===== config.mk =====
export PLATFORM = sky130hd
export DESIGN_NAME = uart_fifo_param_flat
export DESIGN_NICKNAME = d
export VERILOG_FILES = /design/src/rtl/uart_fifo_param_if.sv /design/src/rtl/uart_fifo_param.sv /design/src/flat_wrapper.sv
export SDC_FILE = /design/constraint.sdc
export NUM_CORES = 1
export LEC_CHECK = 0
export BUFFER_PORTS_ARGS = -buffer_cell sky130_fd_sc_hd__buf_4
export CORE_MARGIN = 8
export CORE_UTILIZATION = 57
export CTS_BUF_LIST = sky130_fd_sc_hd__clkbuf_4 sky130_fd_sc_hd__clkbuf_8
export CTS_CLUSTER_DIAMETER = 30
export DETAILED_ROUTE_END_ITERATION = 8
export PLACE_DENSITY = 0.78
export SLEW_MARGIN = 20
export SYNTH_ARGS = -nofsm -noshare
export SYNTH_HDL_FRONTEND = slang
export SYNTH_SLANG_ARGS = --single-unit

===== constraint.sdc =====
create_clock -name CLK -period 2.8 [get_ports CLK]
set_clock_uncertainty 0.05 [all_clocks]
set_input_delay 0.28 -clock CLK [delete_from_list [all_inputs] [get_ports CLK]]
set_output_delay 0.28 -clock CLK [all_outputs]
set_load 0.05 [all_outputs]

===== src/rtl/uart_fifo_param_if.sv =====
// Bus-side bundle for uart_fifo_param: write/read handshake, flush and status.
// The master drives requests; the slave (the FIFO) drives data and status.
interface uart_fifo_param_if #(
    parameter int unsigned DATA_W = 8,
    parameter int unsigned ADDR_W = 4
);
    logic              flush;
    logic              wr_en;
    logic [DATA_W-1:0] wr_data;
    logic              rd_en;
    logic [DATA_W-1:0] rd_data;
    logic              empty;
    logic              full;
    logic              almost_empty;
    logic              almost_full;
    logic [ADDR_W:0]   level;
    logic              overflow;
    logic              underflow;
    logic [ADDR_W:0]   peak_level;

    modport master (
        output flush, wr_en, wr_data, rd_en,
        input  rd_data, empty, full, almost_empty, almost_full, level,
               overflow, underflow, peak_level
    );

    modport slave (
        input  flush, wr_en, wr_data, rd_en,
        output rd_data, empty, full, almost_empty, almost_full, level,
               overflow, underflow, peak_level
    );
endinterface


===== src/rtl/uart_fifo_param.sv =====
// First-word-fall-through FIFO for the UART Tx/Rx paths with level, watermarks and sticky errors.
// Optional high-water mark enabled by defining UART_FIFO_PEAK_EN.
module uart_fifo_param #(
    parameter int unsigned DATA_W    = 8,
    parameter int unsigned ADDR_W    = 4,
    parameter int unsigned AF_THRESH = 12,
    parameter int unsigned AE_THRESH = 2
) (
    input logic               CLK,
    input logic               RST_N,
    uart_fifo_param_if.slave  bus
);
    localparam int unsigned      DEPTH   = 1 << ADDR_W;
    localparam logic [ADDR_W:0]  DEPTH_L = (ADDR_W + 1)'(DEPTH);
    localparam logic [ADDR_W:0]  AF_T    = (ADDR_W + 1)'(AF_THRESH);
    localparam logic [ADDR_W:0]  AE_T    = (ADDR_W + 1)'(AE_THRESH);

    logic [DATA_W-1:0] mem [DEPTH];
    logic [ADDR_W-1:0] w_ptr_q, w_ptr_d;
    logic [ADDR_W-1:0] r_ptr_q, r_ptr_d;
    logic [ADDR_W:0]   level_q, level_d;
    logic              overflow_q, overflow_d;
    logic              underflow_q, underflow_d;
    logic              full, empty;
    logic              wr_ok, rd_ok;

    assign empty = (level_q == '0);
    assign full  = (level_q == DEPTH_L);

    // Flush suppresses both requests so nothing is stored or popped that cycle.
    assign wr_ok = bus.wr_en & ~full & ~bus.flush;
    assign rd_ok = bus.rd_en & ~empty & ~bus.flush;

    always_comb begin
        w_ptr_d     = w_ptr_q;
        r_ptr_d     = r_ptr_q;
        level_d     = level_q;
        overflow_d  = overflow_q;
        underflow_d = underflow_q;
        if (bus.flush) begin
            w_ptr_d     = '0;
            r_ptr_d     = '0;
            level_d     = '0;
            overflow_d  = 1'b0;
            underflow_d = 1'b0;
        end else begin
            if (wr_ok) w_ptr_d = w_ptr_q + ADDR_W'(1);
            if (rd_ok) r_ptr_d = r_ptr_q + ADDR_W'(1);
            case ({wr_ok, rd_ok})
                2'b10:   level_d = level_q + (ADDR_W + 1)'(1);
                2'b01:   level_d = level_q - (ADDR_W + 1)'(1);
                default: level_d = level_q;
            endcase
            if (bus.wr_en && full)  overflow_d  = 1'b1;
            if (bus.rd_en && empty) underflow_d = 1'b1;
        end
    end

    always_ff @(posedge CLK or negedge RST_N) begin
        if (!RST_N) begin
            w_ptr_q     <= '0;
            r_ptr_q     <= '0;
            level_q     <= '0;
            overflow_q  <= 1'b0;
            underflow_q <= 1'b0;
        end else begin
            w_ptr_q     <= w_ptr_d;
            r_ptr_q     <= r_ptr_d;
            level_q     <= level_d;
            overflow_q  <= overflow_d;
            underflow_q <= underflow_d;
        end
    end

    // Storage is deliberately not reset.
    always_ff @(posedge CLK) begin
        if (wr_ok) mem[w_ptr_q] <= bus.wr_data;
    end

    assign bus.rd_data      = mem[r_ptr_q];
    assign bus.empty        = empty;
    assign bus.full         = full;
    assign bus.almost_empty = (level_q <= AE_T);
    assign bus.almost_full  = (level_q >= AF_T);
    assign bus.level        = level_q;
    assign bus.overflow     = overflow_q;
    assign bus.underflow    = underflow_q;

`ifdef UART_FIFO_PEAK_EN
    logic [ADDR_W:0] peak_q;

    always_ff @(posedge CLK or negedge RST_N) begin
        if (!RST_N) begin
            peak_q <= '0;
        end else if (bus.flush) begin
            peak_q <= '0;
        end else if (level_d > peak_q) begin
            peak_q <= level_d;
        end
    end

    assign bus.peak_level = peak_q;
`else
    assign bus.peak_level = '0;
`endif

endmodule

===== src/flat_wrapper.sv =====
// flat-port wrapper written by rule: the top's interface ports become plain ports
module uart_fifo_param_flat 
#(
    parameter int unsigned DATA_W    = 8,
    parameter int unsigned ADDR_W    = 4,
    parameter int unsigned AF_THRESH = 12,
    parameter int unsigned AE_THRESH = 2
)
  (CLK, RST_N, bus_flush, bus_wr_en, bus_wr_data, bus_rd_en, bus_rd_data, bus_empty, bus_full, bus_almost_empty, bus_almost_full, bus_level, bus_overflow, bus_underflow, bus_peak_level);
  uart_fifo_param_if #(.DATA_W(DATA_W), .ADDR_W(ADDR_W)) bus_i ();
  input logic CLK;
  input logic RST_N;
  input wire logic [$bits(bus_i.flush)-1:0] bus_flush;
  input wire logic [$bits(bus_i.wr_en)-1:0] bus_wr_en;
  input wire logic [$bits(bus_i.wr_data)-1:0] bus_wr_data;
  input wire logic [$bits(bus_i.rd_en)-1:0] bus_rd_en;
  output wire logic [$bits(bus_i.rd_data)-1:0] bus_rd_data;
  output wire logic [$bits(bus_i.empty)-1:0] bus_empty;
  output wire logic [$bits(bus_i.full)-1:0] bus_full;
  output wire logic [$bits(bus_i.almost_empty)-1:0] bus_almost_empty;
  output wire logic [$bits(bus_i.almost_full)-1:0] bus_almost_full;
  output wire logic [$bits(bus_i.level)-1:0] bus_level;
  output wire logic [$bits(bus_i.overflow)-1:0] bus_overflow;
  output wire logic [$bits(bus_i.underflow)-1:0] bus_underflow;
  output wire logic [$bits(bus_i.peak_level)-1:0] bus_peak_level;
  assign bus_i.flush = bus_flush;
  assign bus_i.wr_en = bus_wr_en;
  assign bus_i.wr_data = bus_wr_data;
  assign bus_i.rd_en = bus_rd_en;
  assign bus_rd_data = bus_i.rd_data;
  assign bus_empty = bus_i.empty;
  assign bus_full = bus_i.full;
  assign bus_almost_empty = bus_i.almost_empty;
  assign bus_almost_full = bus_i.almost_full;
  assign bus_level = bus_i.level;
  assign bus_overflow = bus_i.overflow;
  assign bus_underflow = bus_i.underflow;
  assign bus_peak_level = bus_i.peak_level;
  uart_fifo_param #(.DATA_W(DATA_W), .ADDR_W(ADDR_W), .AF_THRESH(AF_THRESH), .AE_THRESH(AE_THRESH)) u_core (.CLK(CLK), .RST_N(RST_N), .bus(bus_i));
endmodule

==> results of run 1 <==
[area by class of cell]
class	count	area share, %
flip-flops and latches	143	60.93
inverters	10	0.5416
clock inverters	14	2.636
repair buffers	44	5.163
clock buffers	18	3.484
multi-input cells	153	24.79
well taps	136	2.455
[per-layer routing]
| metal | wire length [um] | vias up |
|---|---|---|
| li1 | - | 1386 |
| met1 | 4988 | 1598 |
| met2 | 6243 | 88 |
| met3 | 623 | 13 |
| met4 | 133 | 0 |
| met5 | 0 | - |
[logic make-up after synthesis]
family / Yosys count
mux: 47
other cells: 1
fa+ha+maj: 7
buf+inv: 35
xor+xnor: 6
simple gates: 59
flops: 143
compound gates: 29
[sequential cells by signal, indices dropped and copies added (netlist names)]
register,cells
u_core.bus.level,5
u_core.bus.overflow,1
u_core.bus.underflow,1
u_core.mem,128
u_core.r_ptr_q,4
u_core.w_ptr_q,4
[power groups by stage]
stage	clock, mW	combinational [mW]	sequential, mW
floorplan	0	1.26	2.61
global placement	0	1.77	2.49
detailed placement	0	1.80	2.49
CTS	1.74	1.81	2.44
global route	1.83	1.91	2.45
finish	1.72	1.80	2.44
[cells in the mapped netlist (2+ instances only)]
| library cell | n | share of area, % |
|---|---|---|
| or4_1 | 2 | 0.25 |
| nand2_1 | 4 | 0.25 |
| and2_1 | 12 | 1.2 |
| o211ai_1 | 4 | 0.49 |
| nand2b_1 | 3 | 0.31 |
| a21oi_1 | 9 | 0.74 |
| xor2_1 | 4 | 0.58 |
| xnor2_1 | 2 | 0.29 |
| ha_1 | 7 | 1.4 |
| nor2_1 | 17 | 1.1 |
| nor3_1 | 3 | 0.25 |
| buf_4 | 11 | 1.4 |
| mux4_2 | 40 | 15 |
| nor3b_1 | 2 | 0.25 |
| nand4_1 | 2 | 0.21 |
| mux2_2 | 3 | 0.56 |
| nor4_1 | 3 | 0.31 |
| clkbuf_1 | 9 | 0.56 |
| o21ai_0 | 3 | 0.25 |
| or3_1 | 2 | 0.21 |
| a21boi_0 | 2 | 0.25 |
| dfrtp_1 | 15 | 6.2 |
| and3_1 | 3 | 0.31 |
| inv_1 | 10 | 0.62 |
| edfxtp_1 | 128 | 63 |
| mux2i_1 | 4 | 0.66 |
| buf_1 | 2 | 0.12 |
[metrics by stage]
stage,utilization [%],cell area [um2],setup TNS (ns),cells
global placement,62.85,6489,0,485
finish,67.13,6930,0,518
global route,67.13,6930,0,518
detailed placement,62.85,6489,0,485
CTS,67.06,6923,0,518
floorplan,-,6118,-0.003357,331
[layout by cell type (no fill, tap or decap), types with 4 or more instances in the layout]
cell        synthesis  final
and2_1             12     12
dfrtp_1            15     12
edfxtp_1          128    128
nor2_1             17     17
mux4_2             40     40
clkinvlp_4          0      5
o211ai_1            4      4
xor2_1              4      4
inv_6               0      4
a21oi_1             9      9
clkbuf_8            0     17
conb_1              1      5
inv_1              10     10
ha_1                7      6
buf_4              11     41
mux2i_1             4      4
nand2_1             4      4
[what timing repair did]
item / CTS / global route
gates resized for setup: 0 / 1
setup buffers: 0 / 0
setup endpoints to repair: 0 / 1
endpoints found under the hold margin: 15 / 0
hold buffers: 1 / 0
[path summary, 6_finish.rpt]
check / endpoint / from / slack [ns] / depth (start not counted)
worst min-delay path: u_core.mem[1][4]$_DFFE_PP_ / bus_wr_data[4] / 0.10 / 1
worst min register to register: u_core.bus.underflow$_DFFE_PN0P_ / u_core.bus.underflow$_DFFE_PN0P_ / 0.45 / 2
min in group asynchronous: u_core.bus.underflow$_DFFE_PN0P_ / RST_N / 0.20 / 2
worst max register to register: u_core.bus.level[4]$_DFFE_PN0P_ / u_core.bus.level[1]$_DFFE_PN0P_ / 0.18 / 9
max in group asynchronous: u_core.r_ptr_q[0]$_DFFE_PN0P_ / RST_N / 2.31 / 2
worst max-delay path: bus_rd_data[3] / u_core.r_ptr_q[0]$_DFFE_PN0P_ / 0.15 / 4
==> results.py, run 1 <==
metrics = {
    "synth": {
        "synth-seq-area-share_pct": 69.54,
        "synth-seq-cells": 143,
        "ys.flop_type": "edfxtp_1",
        "synth.distinct_cells": 48,
        "syn_area_mm2": 0.006067,
        "synth-adder-area-share_pct": 1.444,
        "syn_area_per_cell_um2": 18.55,
        "synth_edf_count": 128,
        "yosys.area_share.simple_pct": 5.527,
        "ys.warnings.count": 0,
        "synthMuxAreaShare_pct": 16.07,
        "synth_xor_area_share_pct": 0.8662,
        "synth_top_family_by_area": "multiplexers",
        "syn_inst": 327,
        "synth_compound_area_share_pct": 3.485,
        "synth-async-reset-ratio_pct": 10.49,
    },
    "floorplanning": {
        "start_util_pct": 58.77,
        "dieArea_mm2": 0.01420,
        "die_h_um": 119.2,
        "ios": 37,
        "core_region_area_mm2": 0.01032,
        "rows": 37,
        "die_w_um": 119.2,
    },
    "global_route": {
        "overflow": 0,
        "grt_max_degree": 33,
        "grtUsageMet1_pct": 22.31,
        "use_met2_pct": 29.12,
        "grt_pass1_wl_um": 18540,
        "antenna_found_initial": 0,
        "grt_pass1_vias": 3237,
        "grt_busiest_layer": "met2",
        "grt_use_met3_pct": 4.676,
        "grtUsageTotal_pct": 17.68,
    },
    "pwr": {
        "clkPwrFrac_pct": 28.8,
        "power_density_mw_per_mm2": 860.0,
        "power_frac_comb_pct": 30.2,
        "vdd_ir_drop_max_mv": 0.6962,
        "seqPwrFrac_pct": 41.0,
        "p_total_mw": 5.960,
        "switching_power_mw": 1.931,
        "intPower_mw": 4.029,
        "p_leak_nw": 2.323,
        "swShare_pct": 32.40,
    },
    "setup_path": {
        "critical_path_class": "reg -> out",
        "cp.required_ns": 2.47,
        "crit_family": "multiplexers",
        "startpoint_type": "register",
        "cp_slowest_cell": "mux4_2",
        "crit_path_end_kind": "primary output",
        "path_buf_inv": 2,
        "slowest_delay_ns": 0.55,
        "worstPathArrival_ns": 2.32,
        "path_cells": "buf_4 > mux4_2 > mux4_2 > buf_4",
        "cp_max_fo": 11,
    },
    "timing": {
        "final_hold_viol_count": 0,
        "setup_viol": 0,
        "holdWs_ns": 0.1011,
        "min_period_over_period_pct": 94.50,
        "max_freq_mhz": 377.9,
        "tightest_slew_ns": 1.080,
        "rsz0062_at_grt": "false",
        "period_minus_slack_ns": 2.646,
        "slew_viol_final": 0,
        "relSlewSlack_pct": 27.76,
        "setup_slack_ns": 0.1541,
    },
    "layout": {
        "num_antenna_cells": 0,
        "drive_gt1_share_pct": 34.82,
        "multiInputGateArea_mm2": 0.001718,
        "fill_cells": 655,
        "regArea_mm2": 0.004223,
        "finalNetCount": 389,
        "syn_to_final_growth_pct": 14.23,
    },
    "route": {
        "dr.pass1.iters": 4,
        "wl_per_cell_um": 23.14,
        "vias": 3085,
        "viasPerCell": 5.956,
        "drtIter0Drc": 320,
        "postRouteAntennaNets": 0,
        "drt-total-wl_um": 11990,
        "drc": 0,
    },
    "placed_design": {
        "portBuffers": 31,
        "place_congestion": 0.8410,
        "hpwl_um": 7435,
        "dp_slack_ns": 0.2002,
    },
    "cts": {
        "cts_made_buffers": 17,
        "htreeDepth": 4,
        "cts_tree": "done",
        "clkTransAtPathRegs_ns": 0.08,
        "clk_latency_ns": 0.42,
        "cts.path.max_buffers": 2,
        "cts_sinks": 143,
        "root_buffer": "clkbuf_8",
    },
    "status": {
        "status": "completed",
    },
    "min_path": {
        "hp-class": "in -> reg",
    },
    "flow_run": {
        "drv_cap": 0,
    },
}
(Power assumes the default switching activity.)
==> inputs of run 2 (changes only) <==
--- a/config.mk
+++ b/config.mk
@@ -7,11 +7,11 @@
 export LEC_CHECK = 0
 export BUFFER_PORTS_ARGS = -buffer_cell sky130_fd_sc_hd__buf_4
 export CORE_MARGIN = 8
-export CORE_UTILIZATION = 57
+export CORE_UTILIZATION = 40
 export CTS_BUF_LIST = sky130_fd_sc_hd__clkbuf_4 sky130_fd_sc_hd__clkbuf_8
 export CTS_CLUSTER_DIAMETER = 30
 export DETAILED_ROUTE_END_ITERATION = 8
-export PLACE_DENSITY = 0.78
+export PLACE_DENSITY = 0.69
 export SLEW_MARGIN = 20
 export SYNTH_ARGS = -nofsm -noshare
 export SYNTH_HDL_FRONTEND = slang
==> results.py, run 2 (synthesized netlist as in run 1, its figures left out) <==
metrics = {
    "global_route": {
        "grt_pass1_wl_um": 18450,
        "grt_max_degree": 36,
        "grt_pass1_vias": 3188,
        "grtUsageTotal_pct": 12.89,
        "overflow": 0,
        "antenna_found_initial": 0,
    },
    "layout": {
        "drive_gt1_share_pct": 34.46,
        "largest-register": "u_core.mem",
        "stdcell_area_mm2": 0.007049,
        "num_antenna_cells": 0,
        "regArea_mm2": 0.004223,
        "layout_commonest_cell": "edfxtp_1",
        "multiInputGateArea_mm2": 0.001718,
        "syn_to_final_growth_pct": 16.19,
        "mostFrequentLayoutCells": "edfxtp_1, mux4_2, buf_4, nor2_1, clkbuf_8",
        "largest_reg_flops": 128,
        "finalNetCount": 390,
        "finalCoreUtilization_pct": 46.89,
        "fill_cells": 1234,
    },
    "cts": {
        "root_buffer": "clkbuf_8",
        "cts_sinks": 143,
        "htreeDepth": 4,
        "cts_tree": "done",
        "cts.path.max_buffers": 2,
        "cts_made_buffers": 17,
        "clk_latency_ns": 0.44,
        "clkTransAtPathRegs_ns": 0.08,
    },
    "setup_path": {
        "cp_common_cell": "mux4_2",
        "crit_path_end_kind": "primary output",
        "startpoint_type": "register",
        "slowest_delay_ns": 0.53,
        "cp.required_ns": 2.47,
        "critical_path_class": "reg -> out",
        "cp_max_fo": 8,
        "worstPathArrival_ns": 2.40,
        "path_cells": "clkbuf_16 > mux4_2 > mux4_2 > buf_4",
        "cp_slowest_cell": "mux4_2",
    },
    "floorplanning": {
        "rows": 45,
        "die_h_um": 139.2,
        "start_util_pct": 40.36,
        "die_w_um": 139.2,
        "ios": 37,
        "dieArea_mm2": 0.01936,
        "core_region_area_mm2": 0.01503,
    },
    "placed_design": {
        "hpwl_um": 7426,
        "dp_slack_ns": 0.1544,
        "place_congestion": 0.8288,
        "portBuffers": 31,
        "place_area_mm2": 0.006531,
    },
    "timing": {
        "period_minus_slack_ns": 2.733,
        "relSlewSlack_pct": 36.34,
        "setup_tns_ns": 0,
        "holdWs_ns": 0.08333,
        "min_period_over_period_pct": 97.61,
        "setup_viol": 0,
        "max_freq_mhz": 365.9,
        "final_hold_viol_count": 0,
        "slew_viol_final": 0,
        "tightest_slew_ns": 0.9513,
        "setup_slack_ns": 0.06678,
    },
    "route": {
        "viasPerCell": 5.373,
        "route.met2.wl_um": 6145,
        "dr.pass1.iters": 4,
        "maxUsedRoutingLayer": "met4",
        "postRouteAntennaNets": 0,
        "vias": 3068,
        "drc": 0,
        "drtIter0Drc": 339,
        "drt-total-wl_um": 12120,
        "m1WireLength_um": 4977,
        "wl_per_cell_um": 21.22,
        "dr_wl_met3_um": 806,
    },
    "pwr": {
        "p_leak_nw": 2.362,
        "clkPwrFrac_pct": 29.1,
        "vdd_ir_drop_max_mv": 0.7864,
        "power_density_mw_per_mm2": 862.2,
        "intPower_mw": 4.159,
        "swShare_pct": 31.57,
        "seqPwrFrac_pct": 40.3,
        "switching_power_mw": 1.919,
        "power_frac_comb_pct": 30.6,
    },
    "min_path": {
        "hp-class": "in -> reg",
    },
    "status": {
        "status": "completed",
    },
    "flow_run": {
        "drv_cap": 0,
    },
}
run 2: changes by cell type in the layout (fill, tap and decap cells not counted):
cell,change
clkinvlp_4,-4
clkinv_2,+1
clkbuf_16,+1
inv_8,-1
clkinv_1,+2
buf_16,+1
buf_4,-1
bufinv_16,+1
clkbuf_4,+1
run 2: area by class of cell:
type	count	share of cell area, %
clock buffer	19	3.532
clock inverter	13	2.609
inverter	10	0.5325
multi-input combinational	153	24.37
sequential	143	59.90
tap	188	3.337
timing repair buffer	45	5.715
run 2: per-layer routing:
metal	vias up	global-route usage, %
met5	-	0
met2	101	20.94
met1	1563	15.49
li1	1387	-
met3	17	4.234
met4	0	5.546
run 2: power groups by stage:
stage | logic [mW] | registers [mW] | clock network [mW]
6_report | 1.86 | 2.45 | 1.77
4_1_cts | 1.83 | 2.45 | 1.80
5_1_grt | 1.99 | 2.46 | 1.88
2_1_floorplan | 1.26 | 2.61 | 0
3_3_place_gp | 1.77 | 2.49 | 0
3_5_place_dp | 1.79 | 2.49 | 0
run 2: critical path: cells and delay by family, from the launching register on:
family | cells | cell delay, ns
flops | 1 | 0.51
mux | 2 | 1.02
buf+inv | 2 | 0.44
run 2: worst paths after layout:
check                                                     start                              end  slack (ns)  cells past startpoint
min in group asynchronous                                 RST_N  u_core.bus.level[1]$_DFFE_PN0P_        0.17                      2
worst max-delay path              u_core.r_ptr_q[0]$_DFFE_PN0P_                   bus_rd_data[3]        0.07                      4
worst min-delay path                             bus_wr_data[0]       u_core.mem[6][0]$_DFFE_PP_        0.08                      1
max in group asynchronous                                 RST_N    u_core.r_ptr_q[0]$_DFFE_PN0P_        2.33                      2
worst max register to register  u_core.bus.level[3]$_DFFE_PN0P_  u_core.bus.level[4]$_DFFE_PN0P_        0.17                      9
worst min register to register  u_core.bus.overflow$_DFFE_PN0P_  u_core.bus.overflow$_DFFE_PN0P_        0.47                      2
run 2: per-stage QoR:
stage | cells | power [mW]
2_1_floorplan | 331 | 3.865
3_3_place_gp | 534 | 4.262
3_5_place_dp | 534 | 4.287
4_1_cts | 569 | 6.083
5_1_grt | 571 | 6.328
6_report | 571 | 6.078
run 2: what timing repair did:
| action | 4_1_cts | 5_1_grt |
|---|---|---|
| hold buffers | 1 | 0 |
| setup buffers | 1 | 1 |
| pin swaps | 0 | 1 |
| gates cloned | 1 | 1 |
| setup endpoints to repair | 5 | 2 |
| gates resized for setup | 1 | 1 |
| endpoints found under the hold margin | 15 | 0 |
